===== config.mk =====
export PLATFORM = sky130hd
export DESIGN_NAME = conv_mac_lanes
export DESIGN_NICKNAME = d
export VERILOG_FILES = /design/src/rtl/conv_mac_lanes.sv
export SDC_FILE = /design/constraint.sdc
export NUM_CORES = 1
export LEC_CHECK = 0
export ABC_AREA = 1
export CAP_MARGIN = 20
export CORE_ASPECT_RATIO = 0.75
export CORE_UTILIZATION = 45
export DETAILED_ROUTE_END_ITERATION = 16
export GPL_ROUTABILITY_DRIVEN = 0
export PLACE_DENSITY = 0.72
export RECOVER_POWER = 25
export SETUP_SLACK_MARGIN = 0.3
export SYNTH_ARGS = -nofsm -noshare
export SYNTH_HDL_FRONTEND = slang
export SYNTH_SLANG_ARGS = --single-unit

===== constraint.sdc =====
create_clock -name clk -period 14.8 [get_ports clk]
set_input_delay 2.96 -clock clk [delete_from_list [all_inputs] [get_ports clk]]
set_output_delay 2.96 -clock clk [all_outputs]
set_load 0.02 [all_outputs]

===== src/rtl/conv_mac_lanes.sv =====
// conv_mac_lanes: multi-lane signed multiply-accumulate for one convolution
// window per result. Pipeline: input capture (p0), lane products (p1),
// lane sum (p2), then accumulate and result load. A stalled output freezes
// the whole pipeline, so no accepted beat is lost or duplicated.
module conv_mac_lanes #(
    parameter int DATA_W = 16,
    parameter int FILT_W = 4,
    parameter int LANES  = 4,
    parameter int ACC_W  = 32,
    parameter int SHIFT  = 0,
    parameter int CNT_W  = 8
) (
    input  logic                      clk,
    input  logic                      reset,
    input  logic                      in_valid,
    output logic                      in_ready,
    input  logic [LANES*DATA_W-1:0]   in_image,
    input  logic [LANES*FILT_W-1:0]   in_filter,
    input  logic [LANES-1:0]          in_mask,
    input  logic                      in_last,
    output logic                      out_valid,
    input  logic                      out_ready,
    output logic [DATA_W-1:0]         out_data,
    output logic                      out_sat,
    output logic [CNT_W-1:0]          out_count
);

    localparam int PROD_W = DATA_W + FILT_W;
    localparam int SUM_W  = PROD_W + $clog2(LANES);

    localparam logic signed [ACC_W-1:0] OUT_MAX =
        {{(ACC_W-DATA_W+1){1'b0}}, {(DATA_W-1){1'b1}}};
    localparam logic signed [ACC_W-1:0] OUT_MIN =
        {{(ACC_W-DATA_W+1){1'b1}}, {(DATA_W-1){1'b0}}};

    // The accumulator sum carries one guard bit; differing top bits mean overflow.
    function automatic logic acc_clipped(input logic signed [ACC_W:0] v);
        return v[ACC_W] ^ v[ACC_W-1];
    endfunction

    function automatic logic signed [ACC_W-1:0] sat_acc(input logic signed [ACC_W:0] v);
        if (v[ACC_W] ^ v[ACC_W-1])
            return v[ACC_W] ? {1'b1, {(ACC_W-1){1'b0}}} : {1'b0, {(ACC_W-1){1'b1}}};
        return v[ACC_W-1:0];
    endfunction

    function automatic logic out_clipped(input logic signed [ACC_W-1:0] v);
        return (v > OUT_MAX) || (v < OUT_MIN);
    endfunction

    function automatic logic signed [DATA_W-1:0] sat_out(input logic signed [ACC_W-1:0] v);
        if (v > OUT_MAX)
            return {1'b0, {(DATA_W-1){1'b1}}};
        if (v < OUT_MIN)
            return {1'b1, {(DATA_W-1){1'b0}}};
        return v[DATA_W-1:0];
    endfunction

    logic                      w_stall;
    logic                      w_accept;

    logic                      r_vld_p0;
    logic                      r_last_p0;
    logic [LANES-1:0]          r_mask_p0;
    logic signed [DATA_W-1:0]  r_img_p0 [LANES];
    logic signed [FILT_W-1:0]  r_flt_p0 [LANES];

    logic signed [PROD_W-1:0]  w_prod [LANES];
    logic                      r_vld_p1;
    logic                      r_last_p1;
    logic signed [PROD_W-1:0]  r_prod_p1 [LANES];

    logic signed [SUM_W-1:0]   w_lanesum;
    logic                      r_vld_p2;
    logic                      r_last_p2;
    logic signed [SUM_W-1:0]   r_sum_p2;

    logic signed [ACC_W:0]     w_acc_ext;
    logic signed [ACC_W-1:0]   w_acc_next;
    logic signed [ACC_W-1:0]   w_shifted;
    logic                      w_acc_clip;
    logic                      w_out_clip;
    logic signed [ACC_W-1:0]   r_acc;
    logic                      r_sticky;
    logic [CNT_W-1:0]          r_cnt;

    assign w_stall  = out_valid & ~out_ready;
    assign in_ready = ~w_stall;
    assign w_accept = in_valid & ~w_stall;

    // ---- stage p0: capture accepted beat ----
    // Valid for the captured beat; a stall freezes it.
    always_ff @(posedge clk) begin
        if (reset)
            r_vld_p0 <= 1'b0;
        else if (!w_stall)
            r_vld_p0 <= in_valid;
    end

    // Beat payload loads only on accept, so idle-bus values never enter.
    always_ff @(posedge clk) begin
        if (w_accept) begin
            r_last_p0 <= in_last;
            r_mask_p0 <= in_mask;
            for (int i = 0; i < LANES; i++) begin
                r_img_p0[i] <= $signed(in_image[i*DATA_W +: DATA_W]);
                r_flt_p0[i] <= $signed(in_filter[i*FILT_W +: FILT_W]);
            end
        end
    end

    // ---- stage p1: masked full-precision lane products ----
    // Masked-off lanes contribute zero.
    always_comb begin
        for (int i = 0; i < LANES; i++) begin
            w_prod[i] = '0;
            if (r_mask_p0[i])
                w_prod[i] = PROD_W'(r_img_p0[i]) * PROD_W'(r_flt_p0[i]);
        end
    end

    // Product valid register.
    always_ff @(posedge clk) begin
        if (reset)
            r_vld_p1 <= 1'b0;
        else if (!w_stall)
            r_vld_p1 <= r_vld_p0;
    end

    // Product data register.
    always_ff @(posedge clk) begin
        if (!w_stall && r_vld_p0) begin
            r_last_p1 <= r_last_p0;
            for (int i = 0; i < LANES; i++)
                r_prod_p1[i] <= w_prod[i];
        end
    end

    // ---- stage p2: lane sum, widened so it cannot overflow ----
    // Adder tree over all lanes.
    always_comb begin
        w_lanesum = '0;
        for (int i = 0; i < LANES; i++)
            w_lanesum = w_lanesum + SUM_W'(r_prod_p1[i]);
    end

    // Lane-sum valid register.
    always_ff @(posedge clk) begin
        if (reset)
            r_vld_p2 <= 1'b0;
        else if (!w_stall)
            r_vld_p2 <= r_vld_p1;
    end

    // Lane-sum data register.
    always_ff @(posedge clk) begin
        if (!w_stall && r_vld_p1) begin
            r_last_p2 <= r_last_p1;
            r_sum_p2  <= w_lanesum;
        end
    end

    // ---- stage 3: accumulate, post-shift, output saturation ----
    // Saturating accumulate and final scaling of the window result.
    always_comb begin
        w_acc_ext  = {r_acc[ACC_W-1], r_acc} + (ACC_W+1)'(r_sum_p2);
        w_acc_clip = acc_clipped(w_acc_ext);
        w_acc_next = sat_acc(w_acc_ext);
        w_shifted  = w_acc_next >>> SHIFT;
        w_out_clip = out_clipped(w_shifted);
    end

    // Window state: accumulator, sticky clip flag and beat counter.
    always_ff @(posedge clk) begin
        if (reset) begin
            r_acc    <= '0;
            r_sticky <= 1'b0;
            r_cnt    <= '0;
        end else if (!w_stall && r_vld_p2) begin
            if (r_last_p2) begin
                r_acc    <= '0;
                r_sticky <= 1'b0;
                r_cnt    <= '0;
            end else begin
                r_acc    <= w_acc_next;
                r_sticky <= r_sticky | w_acc_clip;
                r_cnt    <= r_cnt + CNT_W'(1);
            end
        end
    end

    // Result register; a completing window reloads it even while the old one drains.
    always_ff @(posedge clk) begin
        if (reset) begin
            out_valid <= 1'b0;
            out_data  <= '0;
            out_sat   <= 1'b0;
            out_count <= '0;
        end else if (!w_stall) begin
            if (r_vld_p2 && r_last_p2) begin
                out_valid <= 1'b1;
                out_data  <= sat_out(w_shifted);
                out_sat   <= r_sticky | w_acc_clip | w_out_clip;
                out_count <= r_cnt + CNT_W'(1);
            end else begin
                out_valid <= 1'b0;
            end
        end
    end

endmodule


# Word-level counts from Yosys, hierarchy flattened
# Memory sizes are Yosys's and may differ from the RTL's.
# Index checks and enable logic that the tools add are counted.
[op_classes] add_sub_neg=5 multipliers=4 magnitude_cmp=2 n_mux=29 n_bitwise=7 n_reduce_logical=7
[op_table] op="$mux 32" n=4
[op_table] op="$mul 16x4->20" n=4
[op_table] op="$mux 20" n=4
[op_table] op="$mux 16" n=4
[op_table] op="$add 32x22->33" n=1
[op_table] op="$gt 32x16->1 const B" n=1
[op_table] op="$lt 32x16->1 const B" n=1
[op_table] op="$add 21x20->22" n=1
[op_table] op="$add 22x20->22" n=1
[op_table] op="$add 20x20->21" n=1
[op_table] op="$mux 1" n=16
[op_table] op="$add 8x1->8 const B" n=1
[op_table] op="$mux 8" n=1
[op_table] op="$logic_and 1x1->1" n=4
[op_table] op="$and 1x1->1" n=2
[op_table] op="$not 1->1" n=2
[op_table] op="$or 1x1->1" n=2
[op_table] op="$reduce_and 2->1" n=1
[op_table] op="$logic_not 1->1" n=1
[op_table] op="$logic_or 1x1->1" n=1
[op_table] op="$xor 1x1->1" n=1
[word_totals] register_bits=99 ramBits=160 in_bits=89 output_inout_bits=27 word_cells=72 memories=3
[memory_table] name="r_prod_p1" depth=4 width=20 rd=4 rd_ports_with_merged_regs=0 write_ports=4 line="71" source="logic signed [PROD_W-1:0] r_prod_p1 [LANES];"
[memory_table] name="r_img_p0" depth=4 width=16 rd=4 rd_ports_with_merged_regs=0 write_ports=4 line="65" source="logic signed [DATA_W-1:0] r_img_p0 [LANES];"
[memory_table] name="r_flt_p0" depth=4 width=4 rd=4 rd_ports_with_merged_regs=0 write_ports=4 line="66" source="logic signed [FILT_W-1:0] r_flt_p0 [LANES];"

# Logic depth before layout (Yosys ltp)
[depth] depth_word=15 ltp_mapped=27 ltp_nobuf=25

# Worst setup path before layout
# OpenSTA, ideal clock, no wires.
[synth_timing] path_type="input -> register" from="in out_ready" to="reg r_last_p1, enable pin" setup_ns=0.522 arrival_time_ns=6.441 t_required_ns=14.278 slack_ns=7.837 cell_stages=2 n_path_buf=0 path_cell_list="nor2_1 > nor2_1"
[synth_via] elab_chain_cells=4
[synth_rtl] element="from (decl)" line="22" source="input logic out_ready,"
[synth_rtl] element="$not 1->1" line="87" source="assign w_stall = out_valid & ~out_ready;"
[synth_rtl] element="$and 1x1->1" line="87"
[synth_rtl] element="$logic_not 1->1"
[synth_rtl] element="$logic_and 1x1->1" line="132" source="if (!w_stall && r_vld_p0) begin"
[synth_rtl] element="to (signal assigned)" line="133" source="r_last_p1 <= r_last_p0;"
[synth_rtl] element="to (decl)" line="70" source="logic r_last_p1;"
# No other way between the ends.
# A chain may end at the register's enable or synchronous reset.

# Final worst setup path
[layout_timing] from="in out_ready" to="out in_ready"
[layout_via] elab_chain_cells=3
[layout_rtl] element="$not 1->1" line="87"
[layout_rtl] element="$and 1x1->1" line="87"
[layout_rtl] element="$not 1->1 (no line)"
[layout_rtl] element="to (decl)" line="16" source="output logic in_ready,"
# No other way between the ends.

==> metrics <==
status=finished, final reports clean; Hold Slack=0.434 ns; Async S/R FF share, synth=0%; Slew @ Worst Pin=1.05 ns; Post-DRT Antenna Nets=0; post-route setup slack=7.46 ns; total iterations of the first detailed-routing run=5; Req. time, crit path=11.84 ns; Placed Area=0.0234 sq mm; routed len/inst=14.3 um; crit path time final=7.34 ns; Post-synth EDFFs=189; CTS Buf Count=28; Setup TNS Final=0 ns; MaxCap Viol Count=0; # hold bufs at CTS=0; Detailed Route Iter0 Violations=1,037; worst slack at placement=7.44 ns; total vias in the final route=16,800; Layout area overhead=12.3%; initial antenna violation count=0; Leak Pwr=11.9 nW; syn_nets=3,012; clk slew on worst S/H paths=0.07 ns; die area=0.0490 sq mm; Detail Placement HPWL=37,900 um; RSZ-0062 raised after global routing=no; PD cells=122 mW/mm^2; Max Slew Vio Count=0; CTS tree=yes; Core Area=0.0474 sq mm; crit path max fanout=5; CP Cell Sequence=clkdlybuf4s50_1, nor2_1, inv_1, clkdlybuf4s50_1; GRT Total Usage=19.8%; Worst Setup End Kind=output pin; Finish-stage setup viols=0; post-CTS sizing=0; number of port buffers=115; Overflow after GRT=0; Initial Utilization=45.7%; synthesis-stage register bit count=259; Avg Cell Area, Syn=8.50 sq um; Stages on worst setup path=4; Clock Sinks=259; Worst R2R Path Depth=22; nets=3,106; yosys synthesis warning count=0; via/cell ratio=5.10; Worst slew margin=29.7%; global-route wire length before repair=80,200 um; crit path DAT=4.38 ns; post-synthesis cell area=0.0217 sq mm; share of layout cells above drive strength 1=5.82%; crit path buf inv count=3; maximum VDD drop=0.000107 V; startpoint types=input port; Root Buffer=clkbuf_16; clk_skew=0.0210 ns; WHS Path Cells=0; dpl cells=3,251; vias in the first global route=16,700; Setup Crit Path Kind=in -> out; Clock Tree Buf Depth=3; # IOs=116; sequential fraction of the synthesis area=32.7%; postcts setup bufs=0; Final period util=49.6%; main area contributors after synthesis=edfxtp_1 (26%), fa_1 (16%), ha_1 (12%); Vert. Die Dim=192 um; Hold WC Path Type=reg -> reg; Post-Synthesis Cells=2,549; # H-tree levels=1; Final Hold Viols=0; fillers=4,338; n_diodes=0; post-synth top area share=26.2%; post-synth cell types=45; worst skew pair latency=0.58 ns; Slowest-stage cell, CP=clkdlybuf4s50_1; Residual DRC=0; fmax=136 MHz; kind of cell adding the most delay to the critical path=buffers and inverters; Die X=255 um; Final Instance Count excl. Fillers=3,304; cell mode on critical path=clkdlybuf4s50_1; largest net degree at the start of global routing=83; row cnt=69; design area=0.0243 sq mm; main flop type after synthesis=edfxtp_1; routed wire length=47,300 um; post-synth top area cell=edfxtp_1; Slowest Stage Delay on Critical Path=0.55 ns
flip-flops by register name (all words and copies together) (netlist names):
| name | count |
|---|---|
| r_last_p1 | 1 |
| r_acc | 32 |
| out_count | 8 |
| out_sat | 1 |
| out_valid | 1 |
| r_last_p0 | 1 |
| r_flt_p0 | 16 |
| r_sticky | 1 |
| r_prod_p1 | 80 |
| r_vld_p0 | 1 |
| out_data | 16 |
| r_img_p0 | 64 |
| r_vld_p2 | 1 |
| r_cnt | 8 |
| r_last_p2 | 1 |
| r_sum_p2 | 22 |
| r_vld_p1 | 1 |
| r_mask_p0 | 4 |
cells in the final DEF (no fill, tap or decap), types with 30 or more instances in the layout:
master           count
dfxtp_1             70
clkdlybuf4s50_1     30
ha_1               200
nand3_1             92
edfxtp_1           189
a21oi_1            198
fa_1               174
or2_2               62
nand2_1            639
inv_1              447
dlygate4sd3_1       85
nor2_1             106
xor2_1              30
o21ai_0            126
worst register-to-register path: stages (launching register included):
cell,delay (ns)
edfxtp_1,0.32
inv_1,0.19
or2_2,0.37
fa_1,0.51
fa_1,0.57
fa_1,0.41
inv_1,0.06
ha_1,0.16
inv_1,0.06
fa_1,0.40
o21ai_0,0.27
a21oi_1,0.16
nor2_1,0.12
nor2_1,0.07
o21a_1,0.20
o21ai_0,0.35
nand2_1,0.12
nand2_1,0.12
nand2_1,0.07
nor2_1,0.11
nor2_1,0.07
xnor2_1,0.20
nor2_1,0.07
routing by layer:
metal  global-route usage, %  wire, um
met1                    25.8     20900
met4                    4.91      1140
met2                    34.1     22200
met3                    3.80      3080
met5                       0         0
cell families (layout without fill, tap and decap cells):
logic type | count (synthesis) | after routing | share of synthesized area, %
compound gates | 387 | 387 | 9.74
xor+xnor | 52 | 52 | 2.10
fa+ha+maj | 374 | 374 | 27.6
buf+inv | 507 | 623 | 8.95
simple gates | 970 | 970 | 18.9
flops | 259 | 259 | 32.7
cell usage after synthesis (2+ instances only):
library cell,number
nand3_2,3
a21oi_2,12
xor2_1,30
nand3_1,92
nor2_1,109
a211oi_1,2
o31ai_1,6
o22ai_1,2
nand4_1,14
fa_1,174
o21ai_0,125
o21ai_1,4
nand3b_1,2
a21oi_1,198
a21boi_0,8
o21bai_1,7
a311o_1,2
or2_2,62
edfxtp_1,189
a21o_1,2
and2_1,10
dfxtp_1,70
nand2_1,639
o21a_1,12
nor3_1,15
o211ai_1,2
inv_1,447
clkbuf_1,54
nand2_2,18
a31oi_1,3
ha_1,200
xnor2_1,22
clkinv_1,2
final timing paths:
| check | to | slack (ns) | startpoint |
|---|---|---|---|
| hold / removal | r_last_p1 | 0.43 | r_last_p0 |
| hold reg to reg | r_last_p1 | 0.43 | r_last_p0 |
| setup reg to reg | r_prod_p1[1][19] | 9.57 | r_flt_p0[1][3] |
| setup / recovery | in_ready | 7.46 | out_ready |
where the power goes:
part	total, mW	leakage (nW)	internal [mW]	switching (mW)
clock network	0.685	0.425	0.379	0.306
registers	0.941	2.39	0.889	0.0521
logic	1.33	9.05	0.501	0.833
cell type report:
class	count	area [sq um]	share of cell area, %
Clock buffer	34	744	3.06
Inverter	449	1690	6.93
Sequential cell	259	7080	29.1
Clock inverter	18	144	0.592
Timing Repair Buffer	122	1210	4.98
Tap cell	639	800	3.29
Multi-Input combinational cell	1783	12700	52.1
stage by stage:
step / power, mW / util, %
finish: 2.96 / 51.3
global route: 3.21 / 51.3
CTS: 2.98 / 51.3
detailed placement: 2.28 / 49.4
global placement: 2.24 / 49.4
floorplan: 1.96 / -
Note: power is estimated with default switching activity, not from simulation.
